--- src/rtl/multicycle_control.sv ---
// multicycle_control -- main control FSM for a multicycle MIPS-style datapath.
//
// Sequences FETCH / DECODE / execute / writeback for R-type ALU ops, addi,
// lw, sw, beq and j. Memory states (FETCH, MEM_RD, MEM_WR) stretch over
// MEM_WAIT+1 cycles using a down-counter. The final-cycle enables (PCWrite,
// IRWrite, MDRWrite) fire only in the last cycle of a memory state.
//
// Ports
//   clk          rising-edge clock
//   reset        asynchronous, active-low
//   Opcode       IR[31:26], valid from DECODE onward
//   Funct        IR[5:0]
//   Zero         ALU zero flag, used only in BRANCH
//   PCWrite, IRWrite, MDRWrite, ABWrite, ALUOutWrite, RegWrite
//                register load enables
//   MemRead, MemWrite  memory strobes
//   IorD         memory address select (0 = PC, 1 = ALUOut)
//   RegDst       write register select (0 = rt, 1 = rd)
//   MemToReg     write data select (0 = ALUOut, 1 = MDR)
//   AluSrcA      0 = PC, 1 = B, 2 = A, 3 = MDR
//   AluSrcB      0 = B, 1 = 4, 2 = sext(imm), 3 = sext(imm)<<2
//   AluOp        000 = pass A, 001 = add, 010 = sub, 011 = and
//   PCSource     0 = ALU result, 1 = ALUOut, 2 = jump target
//   IllegalOp    one-cycle pulse in DECODE for an undecoded instruction
//   State        current state code (debug)
module multicycle_control #(
  parameter int unsigned MEM_WAIT = 1  // legal range 0..15
) (
  input  logic       clk,
  input  logic       reset,
  input  logic [5:0] Opcode,
  input  logic [5:0] Funct,
  input  logic       Zero,
  output logic       PCWrite,
  output logic       IRWrite,
  output logic       MDRWrite,
  output logic       ABWrite,
  output logic       ALUOutWrite,
  output logic       RegWrite,
  output logic       MemRead,
  output logic       MemWrite,
  output logic       IorD,
  output logic       RegDst,
  output logic       MemToReg,
  output logic [1:0] AluSrcA,
  output logic [1:0] AluSrcB,
  output logic [2:0] AluOp,
  output logic [1:0] PCSource,
  output logic       IllegalOp,
  output logic [3:0] State
);

  typedef enum logic [3:0] {
    S_RESET    = 4'd0,
    S_FETCH    = 4'd1,
    S_DECODE   = 4'd2,
    S_EXEC_R   = 4'd3,
    S_WB_R     = 4'd4,
    S_EXEC_I   = 4'd5,
    S_WB_I     = 4'd6,
    S_MEM_ADDR = 4'd7,
    S_MEM_RD   = 4'd8,
    S_MEM_WB   = 4'd9,
    S_MEM_WR   = 4'd10,
    S_BRANCH   = 4'd11,
    S_JUMP     = 4'd12
  } state_e;

  localparam logic [5:0] OP_RTYPE = 6'h00;
  localparam logic [5:0] OP_ADDI  = 6'h08;
  localparam logic [5:0] OP_LW    = 6'h23;
  localparam logic [5:0] OP_SW    = 6'h2B;
  localparam logic [5:0] OP_BEQ   = 6'h04;
  localparam logic [5:0] OP_J     = 6'h02;

  localparam logic [5:0] FN_ADD = 6'h20;
  localparam logic [5:0] FN_SUB = 6'h22;
  localparam logic [5:0] FN_AND = 6'h24;

  localparam logic [2:0] ALU_ADD = 3'b001;
  localparam logic [2:0] ALU_SUB = 3'b010;
  localparam logic [2:0] ALU_AND = 3'b011;

  localparam logic [3:0] WAIT_INIT = 4'(MEM_WAIT);

  state_e     state_q, state_d;
  logic [3:0] wait_q, wait_d;
  logic       last_cyc;
  logic       rtype_ok;

  // A memory state's last cycle is the one in which the counter has run out.
  assign last_cyc = (wait_q == 4'd0);
  assign rtype_ok = (Funct == FN_ADD) || (Funct == FN_SUB) || (Funct == FN_AND);
  assign State    = state_q;

  always_ff @(posedge clk or negedge reset) begin
    if (!reset) begin
      state_q <= S_RESET;
      wait_q  <= 4'd0;
    end else begin
      state_q <= state_d;
      wait_q  <= wait_d;
    end
  end

  always_comb begin
    state_d     = state_q;
    PCWrite     = 1'b0;
    IRWrite     = 1'b0;
    MDRWrite    = 1'b0;
    ABWrite     = 1'b0;
    ALUOutWrite = 1'b0;
    RegWrite    = 1'b0;
    MemRead     = 1'b0;
    MemWrite    = 1'b0;
    IorD        = 1'b0;
    RegDst      = 1'b0;
    MemToReg    = 1'b0;
    AluSrcA     = 2'd0;
    AluSrcB     = 2'd0;
    AluOp       = 3'b000;
    PCSource    = 2'd0;
    IllegalOp   = 1'b0;

    unique case (state_q)
      S_RESET: state_d = S_FETCH;

      S_FETCH: begin
        MemRead = 1'b1;
        AluSrcB = 2'd1;
        AluOp   = ALU_ADD;
        if (last_cyc) begin
          PCWrite = 1'b1;
          IRWrite = 1'b1;
          state_d = S_DECODE;
        end
      end

      S_DECODE: begin
        // Register read and branch-target precompute happen for every
        // instruction, legal or not.
        ABWrite     = 1'b1;
        ALUOutWrite = 1'b1;
        AluSrcB     = 2'd3;
        AluOp       = ALU_ADD;
        if (Opcode == OP_RTYPE && rtype_ok)        state_d = S_EXEC_R;
        else if (Opcode == OP_ADDI)                state_d = S_EXEC_I;
        else if (Opcode == OP_LW || Opcode == OP_SW) state_d = S_MEM_ADDR;
        else if (Opcode == OP_BEQ)                 state_d = S_BRANCH;
        else if (Opcode == OP_J)                   state_d = S_JUMP;
        else begin
          IllegalOp = 1'b1;
          state_d   = S_FETCH;
        end
      end

      S_EXEC_R: begin
        AluSrcA     = 2'd2;
        ALUOutWrite = 1'b1;
        case (Funct)
          FN_ADD:  AluOp = ALU_ADD;
          FN_SUB:  AluOp = ALU_SUB;
          FN_AND:  AluOp = ALU_AND;
          default: AluOp = 3'b000;
        endcase
        state_d = S_WB_R;
      end

      S_WB_R: begin
        RegWrite = 1'b1;
        RegDst   = 1'b1;
        state_d  = S_FETCH;
      end

      S_EXEC_I: begin
        AluSrcA     = 2'd2;
        AluSrcB     = 2'd2;
        AluOp       = ALU_ADD;
        ALUOutWrite = 1'b1;
        state_d     = S_WB_I;
      end

      S_WB_I: begin
        RegWrite = 1'b1;
        state_d  = S_FETCH;
      end

      S_MEM_ADDR: begin
        AluSrcA     = 2'd2;
        AluSrcB     = 2'd2;
        AluOp       = ALU_ADD;
        ALUOutWrite = 1'b1;
        // Opcode is re-examined here; if it no longer names a load or
        // store, abandon the instruction rather than guess.
        if (Opcode == OP_LW)      state_d = S_MEM_RD;
        else if (Opcode == OP_SW) state_d = S_MEM_WR;
        else                      state_d = S_FETCH;
      end

      S_MEM_RD: begin
        MemRead = 1'b1;
        IorD    = 1'b1;
        if (last_cyc) begin
          MDRWrite = 1'b1;
          state_d  = S_MEM_WB;
        end
      end

      S_MEM_WB: begin
        RegWrite = 1'b1;
        MemToReg = 1'b1;
        state_d  = S_FETCH;
      end

      S_MEM_WR: begin
        MemWrite = 1'b1;
        IorD     = 1'b1;
        if (last_cyc) state_d = S_FETCH;
      end

      S_BRANCH: begin
        AluSrcA  = 2'd2;
        AluOp    = ALU_SUB;
        PCSource = 2'd1;
        PCWrite  = Zero;
        state_d  = S_FETCH;
      end

      S_JUMP: begin
        PCSource = 2'd2;
        PCWrite  = 1'b1;
        state_d  = S_FETCH;
      end

      // Unused codes 13-15 recover through RESET.
      default: state_d = S_RESET;
    endcase

    // Wait counter: reload on any transition into a memory state, count
    // down while a memory state holds. Only memory states ever self-loop.
    wait_d = wait_q;
    if (state_d != state_q) begin
      if (state_d == S_FETCH || state_d == S_MEM_RD || state_d == S_MEM_WR)
        wait_d = WAIT_INIT;
      else
        wait_d = 4'd0;
    end else if (!last_cyc) begin
      wait_d = wait_q - 4'd1;
    end
  end

endmodule

--- config.mk ---
export PLATFORM = sky130hd
export DESIGN_NAME = multicycle_control
export DESIGN_NICKNAME = d
export VERILOG_FILES = /design/src/rtl/multicycle_control.sv
export SDC_FILE = /design/constraint.sdc
export NUM_CORES = 1
export LEC_CHECK = 0
export CAP_MARGIN = 20
export CORE_UTILIZATION = 42
export DETAILED_ROUTE_END_ITERATION = 12
export PLACE_DENSITY = 0.8
export SKIP_CTS_REPAIR_TIMING = 1
export SYNTH_ARGS = -nofsm -noshare
export SYNTH_HDL_FRONTEND = slang
export SYNTH_SLANG_ARGS = --single-unit
--- constraint.sdc ---
create_clock -name clk -period 2.3 [get_ports clk]
set_input_delay 0.575 -clock clk [delete_from_list [all_inputs] [get_ports clk]]
set_output_delay 0.575 -clock clk [all_outputs]
set_load 0.01 [all_outputs]
# After elaboration in Yosys (flattened, before gate mapping)
# Cells that the tools add are included.
[op_classes] addsub=1 n_eq_ne=25 muxes=37 reduce_logical=17
[ops] cell="$mux 4" count=12
[ops] cell="$pmux 4 s8" count=1
[ops] cell="$eq 6x6->1 const B" count=5
[ops] cell="$eq 4x4->1 const B" count=7
[ops] cell="$mux 1" count=18
[ops] cell="$pmux 2 s3" count=3
[ops] cell="$eq 4x3->1 const B" count=4
[ops] cell="$reduce_or 4->1" count=3
[ops] cell="$eq 4x1->1 const B" count=2
[ops] cell="$eq 4x2->1 const B" count=2
[ops] cell="$logic_not 4->1" count=2
[ops] cell="$eq 6x2->1 const B" count=1
[ops] cell="$eq 6x3->1 const B" count=1
[ops] cell="$eq 6x4->1 const B" count=1
[ops] cell="$logic_not 6->1" count=1
[ops] cell="$reduce_or 2->1" count=3
[ops] cell="$reduce_or 6->1" count=1
[ops] cell="$logic_or 1x1->1" count=5
[ops] cell="$ne 4x4->1" count=1
[ops] cell="$pmux 2 s2" count=1
[ops] cell="$sub 4x1->4 const B" count=1
[ops] cell="$pmux 1 s3" count=1
[ops] cell="$reduce_or 3->1" count=1
[ops] cell="$mux 2" count=1
[ops] cell="other kinds (2)" count=2
[totals] regBits=8

# Depth between registers and ports, before layout
[logic_depth] depth_word=12 ltp_mapped=8

# Worst setup path after synthesis
# OpenSTA, ideal clock, no wires.
[synth_timing] path_type="input -> output" start="in Funct[0]" end="out AluOp[0]" t_arrival_ps=1554 t_required_ps=1725 setup_slack_ps=171 cell_stages=3 path_cell_list="nor4b_1 -> a21oi_1 -> a211oi_1"
[synth_between] elab_chain_cells=3 word_cells_on_any_way=5 classes_between="3 x eq/ne; 2 x mux"
[synth_rtl] item="start, declared" line_no="32" source="input logic [5:0] Funct,"
[synth_rtl] item="$eq 6x6->1" line_no="160" source="case (Funct)"
[synth_rtl] item="$pmux 2 s3 (*)" line_no="160"
[synth_rtl] item="$pmux 2 s3 (*)" line_no="125" source="unique case (state_q)"
[synth_rtl] item="end, declared" line_no="47" source="output logic [2:0] AluOp,"
# Every way passes the cells marked *; elsewhere a longest branch is shown, timed or not.

# Final worst setup path
[layout_timing] start="in Funct[2]" end="out IllegalOp"
[layout_between] elab_chain_cells=6 word_cells_on_any_way=8 classes_between="3 x eq/ne; 2 x mux; 3 x reduce/logical"
[layout_rtl] item="$eq 6x6->1" line_no="93" source="assign rtype_ok = (Funct == FN_ADD) || (Funct == FN_SUB) || (Funct == FN_AND);"
[layout_rtl] item="$logic_or 1x1->1" line_no="93"
[layout_rtl] item="$logic_or 1x1->1 (*)" line_no="93"
[layout_rtl] item="$logic_and 1x1->1 (*)" line_no="146" source="if (Opcode == OP_RTYPE && rtype_ok) state_d = S_EXEC_R;"
[layout_rtl] item="$mux 1 (*)" line_no="146"
[layout_rtl] item="$mux 1 (*)" line_no="125"
[layout_rtl] item="end, declared" line_no="49" source="output logic IllegalOp,"
# Marked as above.

==> reports/results.ini <==
[worst_setup_path]
slowest_delay_ns = 0.50
r2r-end = wait_q[0]$_DFFE_PN0P_
start_kind = primary input
cp_max_fo = 2
crit_family = buffers and inverters
endpoint_kind = output port
crit-reg2reg-launch = State[2]$_DFF_PN0_
path_depth = 6
path_class = in -> out
slowest_stage = clkdlybuf4s50_1
rrSetupSlack_ns = 0.19
critPathRequiredTime_ns = 1.73
reg2reg_depth = 7
path_buf_inv = 2
crit_arrival_ns = 1.74
crit_path_cell_trace = clkdlybuf4s50_1, nand2_1, a21oi_2, nor3_4, nor4_1, buf_2

[clock_tree]
clk_pin_slew_ns = 0.05
cts_made_buffers = 3
cts_max_level = 1
cts_sinks = 8
clockBufferDepth = 2
cts_tree = yes
root_buffer = clkbuf_4
insertion_delay_ns = 0.25

[layout]
final_layout_size_suffix_gt1_share_pct = 32.4
synthToLayoutAreaGrowth_pct = 84.3
diodes = 0
layoutNonFillerInstCount = 212
layout.nets = 203

[flow_run]
cap_viol_max_count = 0

[logic_synthesis]
yosysUniqueCellTypes = 48
ys_dominant_reg_cell = dfrtp_1
avgSynthCellArea_sq_um = 7.46
syn_area_sq_um = 917
synth_top_cell_by_area = dfrtp_1
synth_area_leaders = dfrtp_1 22%, nor2_1 5.7%, xnor2_1 5.7%, a21oi_1 5.5%, nor3_1 5.5%
yosysSeqAreaShare_pct = 21.8
synth_edf_count = 0
synth_cells = 123
async_reset_ff_share_pct = 100
ys_ff_latch = 8
yosys_warnings = 0
synth_top_area_share_pct = 21.8

[timing]
fin_worst_skew_ns = 0.00462
setup_viol = 1
max_freq_mhz = 432
layout_min_cycle_time_ns = 2.32
slew_viol_final = 0
worst_slack_ns = -0.0161
rsz0062_at_grt = yes
period_share_pct = 101
setup_tns_ns = -0.0161
hold_violations = 0

[placed_design]
dpl.hpwl_mm = 2.18
io_buffers = 37
gp_congestion = 0.831
dp_cells = 205

[floorplanning]
dieArea_sq_mm = 0.00237
die_h_um = 48.7
die_x_um = 48.7
initial_core_util_pct = 45.8
fp.coreArea_sq_mm = 0.00200
num_rows = 16
ios = 40

[routing]
first_iter_violations = 26
drc_errors = 0
vias_per_cell = 5.71
antenna_left = 0
first_pass_iters = 4
wirelength_mm = 3.50
vias = 1210
wire_per_inst_um = 16.5

[grt]
grt_max_degree = 23
grt.overflow.total = 0
grtUsageTotal_pct = 25.1
grt_pass1_vias = 1109
antenna_found_initial = 0
grt_pass1_wl_mm = 4.67

[power_and_ir_drop]
p_leak_nw = 1.06
vdd_drop_max_mv = 0.769
pwr_density_cell_mw_per_mm2 = 939

[run_status]
status = complete, but fails checks
violations = negative setup slack

[hold_path]
min_path_type = in -> async

routing by layer:
layer	GRT usage, %	up-vias	part of all wire, %
li1	-	572	-
met1	27.4	558	38
met2	46.5	57	50
met3	2.52	23	5.6
met4	14.2	0	6.5
met5	0	-	0
power by group:
group	internal (mW)	switching, mW
Combinational	0.640	0.627
Clock	0.0594	0.0437
Sequential	0.181	0.0355
Total	0.880	0.707
final cells by class:
cell class                      count  area (sq um)
Clock buffer                        3          22.5
Fill cell                         121           312
Inverter                            6          22.5
Multi-Input combinational cell    100           744
Sequential cell                     8           200
Tap cell                           27          33.8
Timing Repair Buffer               68           667
synthesized netlist by cell type (3+ instances only):
library cell and count:
nor3_1 10, dfrtp_1 8, nand2_1 9, clkbuf_1 3, and3_1 3, nand2b_1 5, nor2_1 14, a21oi_1 10
a211o_1 3, buf_4 3, xnor2_1 6, inv_1 6
worst max-delay path by stage:
stage,start,end,slack (ns)
floorplan,Funct[0],AluOp[0],0.17
global placement,Opcode[0],IllegalOp,-0.55
detailed placement,Opcode[0],IllegalOp,-0.63
CTS,Opcode[0],IllegalOp,-0.64
global route,Funct[2],IllegalOp,-0.08
finish,Funct[2],IllegalOp,-0.02
state kept, by name (all words and copies together), names as in the netlist:
name    cells
State       4
wait_q      4
metrics by stage:
| step | total power, mW | worst slack, ns | instance area [sq um] | util [%] | hold WS (ns) |
|---|---|---|---|---|---|
| 2_1_floorplan | 0.853 | 0.171 | 921 | - | 0.279 |
| 3_3_place_gp | 1.35 | -0.550 | 1480 | 73.8 | 0.557 |
| 3_5_place_dp | 1.38 | -0.627 | 1480 | 73.8 | 0.568 |
| 4_1_cts | 1.49 | -0.637 | 1500 | 74.9 | 0.571 |
| 5_1_grt | 1.70 | -0.0790 | 1690 | 84.4 | 0.612 |
| 6_report | 1.59 | -0.0161 | 1690 | 84.4 | 0.587 |
cell families (layout without fill, tap and decap cells):
kind of cell               after synthesis  after routing  synth area share [%]
and+or+nand+nor                         62             62                  40.5
muxes                                    1              1                  1.09
AOI/OAI and AO/OA                       27             27                  20.1
DFF                                      8              8                  21.8
xor gates and xnor gates                 7              7                  6.68
adders and majority gates                1              1                  1.36
other                                    1              2                 0.409
buffers and inverters                   16             77                  8.05
placed cells by master (no fill, tap or decap), types with 2 or more instances in the layout:
master	synthesis	final
a211o_1	3	3
a211oi_2	0	2
a21oi_1	10	8
a21oi_2	0	2
and3_1	3	2
buf_2	2	3
buf_4	3	28
buf_6	0	3
clkbuf_4	0	3
clkdlybuf4s50_1	0	7
conb_1	1	2
dfrtp_1	8	8
dlymetal6s2s_1	0	27
inv_1	6	6
nand2_1	9	9
nand2b_1	5	5
nand3_1	2	2
nor2_1	14	10
nor2_2	0	4
nor3_1	10	8
nor4b_4	0	2
or3_1	2	2
or4_4	1	2
xnor2_1	6	6
Note: power is estimated with default switching activity, not from simulation.
